### src/rtl/hazard_forward_unit_pkg.sv
// Shared definitions for the hazard/forwarding controller: select encoding,
// register-address width and the shadow-pipeline stage record.
package hazard_forward_unit_pkg;

    localparam int REG_AW = 5;
    localparam int SEL_W  = 2;

    localparam logic [SEL_W-1:0] FWD_RF    = 2'b00;
    localparam logic [SEL_W-1:0] FWD_EXMEM = 2'b01;
    localparam logic [SEL_W-1:0] FWD_MEMWB = 2'b10;
    localparam logic [SEL_W-1:0] FWD_ZERO  = 2'b11;

    typedef struct packed {
        logic              valid;
        logic [REG_AW-1:0] rd;
        logic              regWrite;
        logic              memRead;
    } stage_t;

endpackage

### src/rtl/hazard_forward_unit_fwd_sel_compare.sv
// Priority compare of one decode source register against the EX and MEM
// producers; the nearer producer wins and register 0 is never forwarded.
module fwd_sel_compare
    import hazard_forward_unit_pkg::*;
(
    input  logic [REG_AW-1:0] Src,
    input  logic              SrcUsed,
    input  logic              ExValid,
    input  logic              ExRegWrite,
    input  logic [REG_AW-1:0] ExRd,
    input  logic              MemValid,
    input  logic              MemRegWrite,
    input  logic [REG_AW-1:0] MemRd,
    output logic [SEL_W-1:0]  Sel
);

    always_comb begin
        Sel = FWD_RF;
        if (SrcUsed && (Src != '0)) begin
            if (ExValid && ExRegWrite && (ExRd == Src)) begin
                Sel = FWD_EXMEM;
            end else if (MemValid && MemRegWrite && (MemRd == Src)) begin
                Sel = FWD_MEMWB;
            end
        end
    end

endmodule

### src/rtl/hazard_forward_unit.sv
// Load-use stall / bubble generation and registered operand-forwarding selects.
// Define FWD_STALL_COUNT_EN to add the 32-bit StallCount port and counter.
module hazard_forward_unit
    import hazard_forward_unit_pkg::*;
(
    input  logic              Clk,
    input  logic              Rst_n,
    input  logic              IdValid,
    input  logic [REG_AW-1:0] IdRs,
    input  logic [REG_AW-1:0] IdRt,
    input  logic              IdUseRs,
    input  logic              IdUseRt,
    input  logic [REG_AW-1:0] IdRd,
    input  logic              IdRegWrite,
    input  logic              IdMemRead,
    input  logic              Flush,
    output logic [SEL_W-1:0]  FwdASel,
    output logic [SEL_W-1:0]  FwdBSel,
    output logic              Stall,
    output logic              Bubble
`ifdef FWD_STALL_COUNT_EN
    ,
    output logic [31:0]       StallCount
`endif
);

    stage_t exStage;
    stage_t memStage;
    stage_t wbStage;

    logic [REG_AW-1:0] srcReg  [2];
    logic              srcUse  [2];
    logic [SEL_W-1:0]  selNext [2];
    logic              loadUse;

    assign srcReg[0] = IdRs;
    assign srcReg[1] = IdRt;
    assign srcUse[0] = IdUseRs;
    assign srcUse[1] = IdUseRt;

    generate
        for (genvar gi = 0; gi < 2; gi++) begin : g_cmp
            fwd_sel_compare u_cmp (
                .Src         (srcReg[gi]),
                .SrcUsed     (srcUse[gi]),
                .ExValid     (exStage.valid),
                .ExRegWrite  (exStage.regWrite),
                .ExRd        (exStage.rd),
                .MemValid    (memStage.valid),
                .MemRegWrite (memStage.regWrite),
                .MemRd       (memStage.rd),
                .Sel         (selNext[gi])
            );
        end
    endgenerate

    // A load still in EX cannot be forwarded yet; hold the consumer one cycle.
    assign loadUse = IdValid && exStage.valid && exStage.memRead && exStage.regWrite
                  && (exStage.rd != '0)
                  && ((IdUseRs && (IdRs == exStage.rd)) || (IdUseRt && (IdRt == exStage.rd)));

    assign Stall  = loadUse && !Flush;
    assign Bubble = loadUse || Flush;

    // The WB record and the MEM load flag are tracked for completeness only.
    logic unusedBits;
    assign unusedBits = ^{wbStage, memStage.memRead};

    always_ff @(posedge Clk or negedge Rst_n) begin
        if (!Rst_n) begin
            exStage    <= '0;
            memStage   <= '0;
            wbStage    <= '0;
            FwdASel    <= FWD_RF;
            FwdBSel    <= FWD_RF;
`ifdef FWD_STALL_COUNT_EN
            StallCount <= '0;
`endif
        end else begin
            wbStage  <= memStage;
            memStage <= exStage;
            if (Bubble) begin
                exStage <= '0;
                FwdASel <= FWD_RF;
                FwdBSel <= FWD_RF;
            end else begin
                exStage.valid    <= IdValid;
                exStage.rd       <= IdRd;
                exStage.regWrite <= IdRegWrite;
                exStage.memRead  <= IdMemRead;
                FwdASel          <= selNext[0];
                FwdBSel          <= selNext[1];
            end
`ifdef FWD_STALL_COUNT_EN
            if (Stall) begin
                StallCount <= StallCount + 32'd1;
            end
`endif
        end
    end

endmodule

### config.mk
export PLATFORM = sky130hd
export DESIGN_NAME = hazard_forward_unit
export DESIGN_NICKNAME = d
export VERILOG_FILES = /design/src/rtl/hazard_forward_unit_pkg.sv /design/src/rtl/hazard_forward_unit_fwd_sel_compare.sv /design/src/rtl/hazard_forward_unit.sv
export SDC_FILE = /design/constraint.sdc
export NUM_CORES = 1
export LEC_CHECK = 0
export ABC_AREA = 1
export CAP_MARGIN = 5
export CORE_MARGIN = 2
export CORE_UTILIZATION = 46
export DETAILED_ROUTE_END_ITERATION = 12
export MAX_ROUTING_LAYER = met4
export PLACE_DENSITY = 0.77
export SLEW_MARGIN = 20
export SYNTH_ARGS = -nofsm -noshare
export SYNTH_HDL_FRONTEND = slang
export SYNTH_SLANG_ARGS = --single-unit
### constraint.sdc
create_clock -name Clk -period 2.45 [get_ports Clk]
set_clock_uncertainty 0.1 [all_clocks]
set_input_delay 0.735 -clock Clk [delete_from_list [all_inputs] [get_ports Clk]]
set_output_delay 0.735 -clock Clk [all_outputs]
set_load 0.03 [all_outputs]
==> metrics.md, run 1 <==
| Metric | Value |
|---|---|
| Cell Int Power | 504 uW |
| Switch share | approximately 28% |
| DR WL/cell | 14.4 um |
| Slew Viols, Final | 0 |
| Drt drc | 0 |
| Port Buffers | 28 |
| Worst-Skew Late Latency | around 0.29 ns |
| Initial antenna violation count | 0 |
| Fillers | around 130 |
| Worst path top cell family by delay | simple AND/OR/NAND/NOR gates |
| Worst min path class | register to register |
| Longest Clk Path Bufs | 2 |
| First-pass GRT wire length | about 4800 um |
| Status | complete, but fails checks |
| Layout cell share with drive strength beyond 1 | between 40% and 50% |
| ANT nets after route | 0 |
| Commonest non-fill, non-tap cell in the layout | buf_4 |
| YS warnings | 0 |
| Area growth from synthesis to layout | 65.0% |
| Vias in the first global route | about 1100 |
| Clock buffer count from CTS | 3 |
| Min Hold Slack | between 0.2 and 0.3 ns |
| CP Cell Sequence | buf_2 > inv_2 > nand2_1 > nand2_2 > nor2_4 > nand4_1 > nand2_1 > nand2_2 > nor2_2 > buf_6 |
| Final Hold Viols | 0 |
| Largest cells by area after synthesis | dfrtp_1, nand2_1, inv_1 |
| Ant diodes | 0 |
| Final Cell Area | about 1700 um2 |
| Failing checks | setup timing |
| RSZ-0062 raised after global routing | true |
| Core area | 2150 um2 |
| Initial Util | between 40% and 50% |
| Comb pwr share | between 20% and 30% |
| Fin nets | 219 |
| Clock Sink Count | 19 |
| Final worst setup slack | -0.0390 ns |
| Worst-path clk slew | 0.10 ns |
| Switch Pwr | 198 uW |
| Worst-Margin Slew | ~0.31 ns |
| Worst Path Required | around 1.6 ns |
| Die area | around 2600 um2 |
| Slowest cell on crit path | nor2_4 |
| Fmax | approximately 400 MHz |
| Critical Path Start Type | input port |
| Total Neg Setup Slack | -0.0696 ns |
| Synthesized Nets | between 100 and 150 |
| Post-synth cell types | 17 |
| Largest net degree at the start of global routing | 20 |
| Most frequent cells in the layout | buf_4, nand2_1, dfrtp_1, inv_1, clkdlybuf4s50_1 |
| Final core occ | between 70% and 80% |
| Detailed Routing Iterations Pass 1 | 4 |
| Period utilization | 102% |
| Worst slew margin | between 70% and 80% |
| Power Density | ~420 nW/um2 |
| Mapped Cells | around 130 |
| FF+latch count, synth | 19 |
| Sequential share of power | between 40% and 50% |
| Vias per inst | around 5.1 |
| # IOs | 29 |
| Yosys top cell by area | dfrtp_1 |
| Clock power share | 22.1% |
| Area fraction of the dominant cell type after synthesis | 46.6% |
| Min Tclk post-route | between 2 and 2.5 ns |
| Routability cong. | 0.800 |
| Sequential-to-total area share from yosys stat | between 40 and 50% |
| CTS tree | done |
| Critical path class | input port to primary output |
| Row Count | 17 |
| Die height | 51.1 um |
| Leak | between 0.0008 and 0.0009 uW |
| WP buf/inv | 3 |
| Endpoints failing setup | 4 |
| Maximum vdd drop | between 0.4 and 0.5 mV |
| H-tree levels | 1 |
| Grt total ovfl | 0 |
| CP Capture Type | primary output |
| Critical Path Fanout Max | 3 |
| Root buf cell | clkbuf_4 |
| Chip width | approximately 51 um |
| Mapped cell area | between 1000 and 1500 um2 |
| Max Cap Viol | 0 |
| WL final | 3210 um |
| Max incr delay on CP | between 0.1 and 0.15 ns |
| Via count | about 1100 |
| Total track usage | 25.3% |
| WP data arrival | 1.65 ns |
| DRT iter0 DRCs | 42 |
| Placement Cell Area | between 1000 and 1500 um2 |
| Syn avg cell area | roughly 8.1 um2 |
| HPWL Detailed | ~1700 um |
| Hold Buf Count CTS | 0 |
[worst reg2reg max path, stage by stage, from the launching register on]
cell and delay (ns):
dfrtp_1 0.44, inv_1 0.12, nand2_1 0.08, nand2_2 0.10
nor2_4 0.05, buf_4 0.12, buf_4 0.12, buf_4 0.12
buf_4 0.12, buf_4 0.12, buf_4 0.12, buf_4 0.13
buf_4 0.12, buf_4 0.12, buf_4 0.12, nand4_1 0.09
or2_1 0.12, nor2_2 0.04
[worst paths after layout]
| check | startpoint | endpoint | slack (ns) | cells after the start |
|---|---|---|---|---|
| worst max register to register | exStage[4]$_DFF_PN0_ | FwdASel[0]$_DFF_PN0_ | 0 | 17 |
| worst min register to register | exStage[7]$_DFF_PN0_ | memStage[7]$_DFF_PN0_ | 0.29 | 0 |
| max in group asynchronous | Rst_n | exStage[6]$_DFF_PN0_ | 1.36 | 2 |
| worst min-delay path | exStage[7]$_DFF_PN0_ | memStage[7]$_DFF_PN0_ | 0.29 | 0 |
| min in group asynchronous | Rst_n | exStage[5]$_DFF_PN0_ | 0.67 | 2 |
| worst max-delay path | IdRt[2] | Stall | -0.04 | 10 |
[metal layers]
layer / track usage [%] / wire length, um / vias to the layer above
li1: - / - / 517
met1: 30.1 / 1320 / 526
met2: 43.3 / 1550 / 71
met3: 4.39 / 194 / 21
met4: 9.01 / 143 / 0
met5: - / 0 / -
[power by group through the flow]
stage               Clock [uW]  Combinational (uW)  Sequential, uW
global route               175                 220             342
floorplan                    0                58.5             340
global placement             0                 128             343
CTS                        157                 168             338
finish                     155                 206             341
detailed placement           0                 130             344
[what timing repair did]
action / CTS / global route
pin swaps: 13 / 15
resized for setup: 55 / 26
endpoints found under the setup margin: 2 / 4
setup buffers: 19 / 4
[layout make-up]
type,instances,area (um2),share of cell area [%]
sequential,19,479,28.5
timing repair buffer,66,548,32.6
tap,28,35.0,2.08
multi-input combinational,82,504,30.0
clock buffer,4,26.3,1.56
inverter,24,90.1,5.35
[sequential cells by signal, summed over array words and instances (netlist names)]
register and count:
memStage 7, FwdBSel 2, exStage 8, FwdASel 2
[logic make-up after synthesis]
logic type / after synthesis / share of synthesized area (%)
xor gates and xnor gates: 10 / 8.59
buffers and inverters: 25 / 10.8
AOI/OAI and AO/OA: 6 / 3.19
and+or+nand+nor: 66 / 30.8
DFF: 19 / 46.6
[metrics by stage]
| step | cells | total power (uW) | worst slack, ns |
|---|---|---|---|
| after floorplan | 126 | 399 | 0.125 |
| after global placement | 196 | 471 | -0.418 |
| after detailed placement | 196 | 474 | -0.427 |
| after CTS | 219 | 663 | -0.0153 |
| after global routing | 223 | 737 | -0.124 |
| final | 223 | 702 | -0.0390 |
[cell usage after synthesis]
cell,n
nand3_1,2
xor2_1,6
nand2_4,1
o21ai_0,2
a21oi_1,3
nor3_1,1
o21a_1,1
nor2_1,10
nor2_2,11
nand2_2,1
or2_1,2
dfrtp_1,19
nand4_1,8
buf_12,1
xnor2_1,4
inv_1,24
nand2_1,30
No activity file was read; power rests on OpenSTA's default activity.
==> run 2, diff against run 1 <==
HOLD_SLACK_MARGIN = 0.02   (was not set)
==> results of run 2 <==
No change in the layout: final DEF, timing and power equal those of run 1.
==> run 3, diff against run 2 <==
CORE_MARGIN = 1   (was 2)
==> run 3 against run 2 <==
  * The flow now stops in global routing
  * Synthesized cell count stayed put
  * Area after synthesis stayed put
==> metrics.md, run 3 <==
| Metric | Value |
|---|---|
| Synth Area in Simple Gates | 30.8% (unchanged) |
| Post-synthesis mux area share | 0% (unchanged) |
| Compound-Gate Fraction of Synth Area | 3.19% (unchanged) |
| Row Count | 16 (was 17) |
| Hold Buf Count CTS | 0 (unchanged) |
| Sequential-to-total area share from yosys stat | 46.6% (unchanged) |
| Clock buffer count from CTS | 3 (unchanged) |
| EDFF count, synth | 0 (unchanged) |
| Post-synth cell types | 17 (unchanged) |
| Mapped Cells | 126 (unchanged) |
| Xor and xnor fraction of the mapped netlist area | 8.59% (unchanged) |
| Worst_ep grt | Stall |
| Root buf cell | clkbuf_4 (unchanged) |
| Routability cong. | 0.944 (was 0.800) |
| Largest net degree at the start of global routing | 20 |
| FF+latch count, synth | 19 (unchanged) |
| Primary FF master, synth | dfrtp_1 (unchanged) |
| Asr flop ratio synth | 100% (unchanged) |
| Leading cell types by count after synthesis | nand2_1, inv_1, dfrtp_1 (unchanged) |
| Error | [ERROR GRT-0232] Routing congestion too high. Check the congestion heatmap in the GUI. |
| Status | stopped before the end (was complete, but fails checks) |
| Initial Util | 50.4% (was 47.5%) |
| Clock Sink Count | 19 (unchanged) |
| HPWL Detailed | 1870 um (was 1720 um) |
| Port Buffers | 28 (unchanged) |
| Grt total ovfl | 6 |
| Total track usage | roughly 60% |
| Fail Step | global routing |
| Longest Clk Path Bufs | 2 (unchanged) |
| Area fraction of the dominant cell type after synthesis | 46.6% (unchanged) |
| Syn avg cell area | 8.09 um2 (unchanged) |
| Chip width | 49.1 um (was 51.1 um) |
| H-tree levels | 1 (unchanged) |
| Die height | 49.1 um (was 51.1 um) |
| Largest cells by area after synthesis | dfrtp_1, nand2_1, inv_1 (unchanged) |
| Post-Synth Adder-Cell Area | 0% (unchanged) |
| Combinational family with the most area after synthesis | simple AND/OR/NAND/NOR gates (unchanged) |
| Synthesized Nets | 149 (unchanged) |
| Yosys top cell by area | dfrtp_1 (unchanged) |
| Mapped cell area | 1020 um2 (unchanged) |
| Count leader, synth | nand2_1 (unchanged) |
| # IOs | 29 (unchanged) |
| Worst ep type | top-level output |
| YS warnings | 0 (unchanged) |
-- run 3: repair_timing --
action / in CTS
endpoints found under the setup margin: 2
gates resized for setup: 53
pin swaps: 13
hold endpoints to repair: 0
setup buffers: 51
-- run 3: metrics by stage --
step	cell area (um2)	TNS [ns]	std cells	worst slack, ns	hold WS (ns)
2_1_floorplan	1020	0	126	0.125	0.254
3_3_place_gp	1420	-0.833	195	-0.428	0.260
3_5_place_dp	1420	-0.932	195	-0.484	0.272
4_1_cts	1820	-0.0515	250	-0.0515	0.296
-- run 3: logic make-up after synthesis --
| logic type | count (synthesis) |
|---|---|
| simple gates | 66 |
| flops | 19 |
| buf+inv | 25 |
| compound gates | 6 |
| xor+xnor | 10 |
-- run 3: per-layer routing --
layer	GRT usage, %	GRT overflow
met5	-	-
met4	65.2	4
met3	28.3	0
met2	76.7	2
met1	59.3	0
==> run 4, diff against run 3 <==
CORE_AREA = 2 2 63 65   (was not set)
CORE_MARGIN = not set   (was 1)
CORE_UTILIZATION = not set   (was 46)
DIE_AREA = 0 0 65 67   (was not set)
HOLD_SLACK_MARGIN = not set   (was 0.02)
MAX_ROUTING_LAYER = not set   (was met4)
PLACE_DENSITY = not set   (was 0.77)
PLACE_DENSITY_LB_ADDON = 0.15   (was not set)
==> run 4 against run 3 <==
  * The flow now finishes, with violations (setup timing)
==> metrics.md, run 4 (synthesis gave the netlist of run 1 again) <==
| Metric | Value |
|---|---|
| HPWL Detailed | 1910 um (was 1870 um) |
| Longest Clk Path Bufs | 2 (unchanged) |
| Via count | approximately 1100 |
| Worst-path clk slew | about 0.070 ns |
| Detailed Routing Iterations Pass 1 | 4 |
| Biggest regs | exStage: 8 flops, memStage: 7 flops |
| Chip width | 65 um (was 49.1 um) |
| WP data arrival | between 1.5 and 2 ns |
| Critical Path Fanout Max | 3 |
| Worst-Skew Late Latency | around 0.26 ns |
| Clock buffer count from CTS | 3 (unchanged) |
| Status | complete, but fails checks (was stopped before the end) |
| Slew Viols, Final | 0 |
| First-pass GRT wire length | approximately 5400 um |
| Min Hold Slack | around 0.28 ns |
| Max incr delay on CP | 0.15 ns |
| Clock power share | between 20% and 30% |
| Ant diodes | 0 |
| Failing checks | setup timing |
| Endpoints failing setup | 2 |
| Clock Sink Count | 19 (unchanged) |
| Fin nets | 240 |
| DR WL/cell | 12.8 um |
| Die height | 67 um (was 49.1 um) |
| Cell Int Power | 596 uW |
| CP Cell Sequence | buf_6 > inv_2 > nand2_1 > nand2_1 > nor2_2 > nand4_1 > nand2_1 > nand2_2 > nor2_2 > buf_6 |
| Period utilization | 101% |
| Most frequent cells in the layout | buf_4, nand2_1, dfrtp_1, inv_1 |
| Worst min path class | register to register |
| WL final | about 3400 um |
| Largest Register | exStage |
| Comb pwr share | 31.2% |
| Vias per inst | about 4.3 |
| H-tree levels | 1 (unchanged) |
| Largest net degree at the start of global routing | 20 |
| Row Count | 22 (was 16) |
| Switch share | a little over a quarter |
| Slowest cell on crit path | nor2_2 |
| Total track usage | between 10% and 20% |
| Power Density | about 430 nW/um2 |
| Max Cap Viol | 0 |
| Initial Util | 28.3% (was 50.4%) |
| Root buf cell | clkbuf_8 (was clkbuf_4) |
| RSZ-0062 raised after global routing | true |
| Port Buffers | 28 (unchanged) |
| Final worst setup slack | -0.0359 ns |
| Critical Path Start Type | input port |
| Maximum vdd drop | between 0.15 and 0.2 mV |
| ANT nets after route | 0 |
| DRT iter0 DRCs | 26 |
| Final Hold Viols | 0 |
| Power, Total | between 800 and 900 uW |
| Worst Path Required | approximately 1.6 ns |
| Switch Pwr | between 200 and 250 uW |
| Fmax | between 400 and 500 MHz |
| Max reg flops | 8 |
| Die area | about 4400 um2 |
| Worst-Margin Slew | 0.310 ns |
| Most Frequent Cell on Critical Path | nand2_1 |
| Placement Cell Area | 1440 um2 (was 1420 um2) |
| Leak | between 0.001 and 0.0015 uW |
| Area growth from synthesis to layout | 84.8% |
| Layout cell share with drive strength beyond 1 | 48.6% |
| Critical path class | input port to primary output |
| Routability cong. | 0.809 (was 0.944) |
| Sequential share of power | a little over two fifths |
| Hold Buf Count CTS | 0 (unchanged) |
| # IOs | 29 (unchanged) |
| Grt total ovfl | 0 |
| CP Capture Type | primary output |
| Core area | 3610 um2 |
| Cell count of the worst hold path | 0 |
| Commonest non-fill, non-tap cell in the layout | buf_4 |
| Worst slew margin | between 70 and 80% |
| Vias in the first global route | around 1100 |
| Final Cell Area | around 1900 um2 |
| Min Tclk post-route | ~2.5 ns |
| CTS tree | done |
| R2R depth | 17 |
| Initial antenna violation count | 0 |
| Drt drc | 0 |
## run 4: through the flow
stage	utilization, %	cells	TNS (ns)	setup slack, ns
floorplan	-	126	0	0.125
global placement	40.0	215	-0.900	-0.460
global route	52.3	264	-0.199	-0.0845
finish	52.3	264	-0.0657	-0.0359
detailed placement	40.0	215	-0.968	-0.499
CTS	50.5	261	-0.0609	-0.0609
## run 4: power by group through the flow
stage | logic [uW] | clock network (uW) | registers (uW)
2_1_floorplan | 58.5 | 0 | 340
3_3_place_gp | 130 | 0 | 343
3_5_place_dp | 132 | 0 | 344
4_1_cts | 220 | 223 | 338
5_1_grt | 271 | 237 | 341
6_report | 253 | 217 | 340
## run 4: final timing paths
check | startpoint | end | slack, ns
max | IdRs[3] | Stall | -0.04
min | exStage[1]$_DFF_PN0_ | memStage[1]$_DFF_PN0_ | 0.28
max reg2reg | exStage[4]$_DFF_PN0_ | FwdASel[0]$_DFF_PN0_ | 0.05
min reg2reg | exStage[1]$_DFF_PN0_ | memStage[1]$_DFF_PN0_ | 0.28
max in group asynchronous | Rst_n | exStage[3]$_DFF_PN0_ | 1.33
min in group asynchronous | Rst_n | exStage[4]$_DFF_PN0_ | 0.70
## run 4: final cells by class
| cell class | instances | area, um2 |
|---|---|---|
| fill | 326 | 1720 |
| sequential | 19 | 477 |
| inverter | 24 | 92.6 |
| tap | 48 | 60.1 |
| multi-input combinational | 82 | 484 |
| timing repair buffer | 87 | 726 |
| clock buffer | 4 | 45.0 |
## run 4: timing repair
item	CTS	global route
pin swaps	15	22
setup buffers	42	4
gates resized for setup	54	21
endpoints found under the setup margin	2	4
## run 4: metal layers
layer	GRT usage, %	share of wire (%)	vias up
met5	0	0	-
li1	-	-	561
met2	29.0	47	49
met1	18.9	38	511
met3	3.21	5.7	23
met4	12.5	8.7	0
## run 4: worst max-delay path: cells and delay by family
kind | cells | cell delay [ns]
AND/OR/NAND/NOR | 7 | 0.65
buffers and inverters | 3 | 0.25
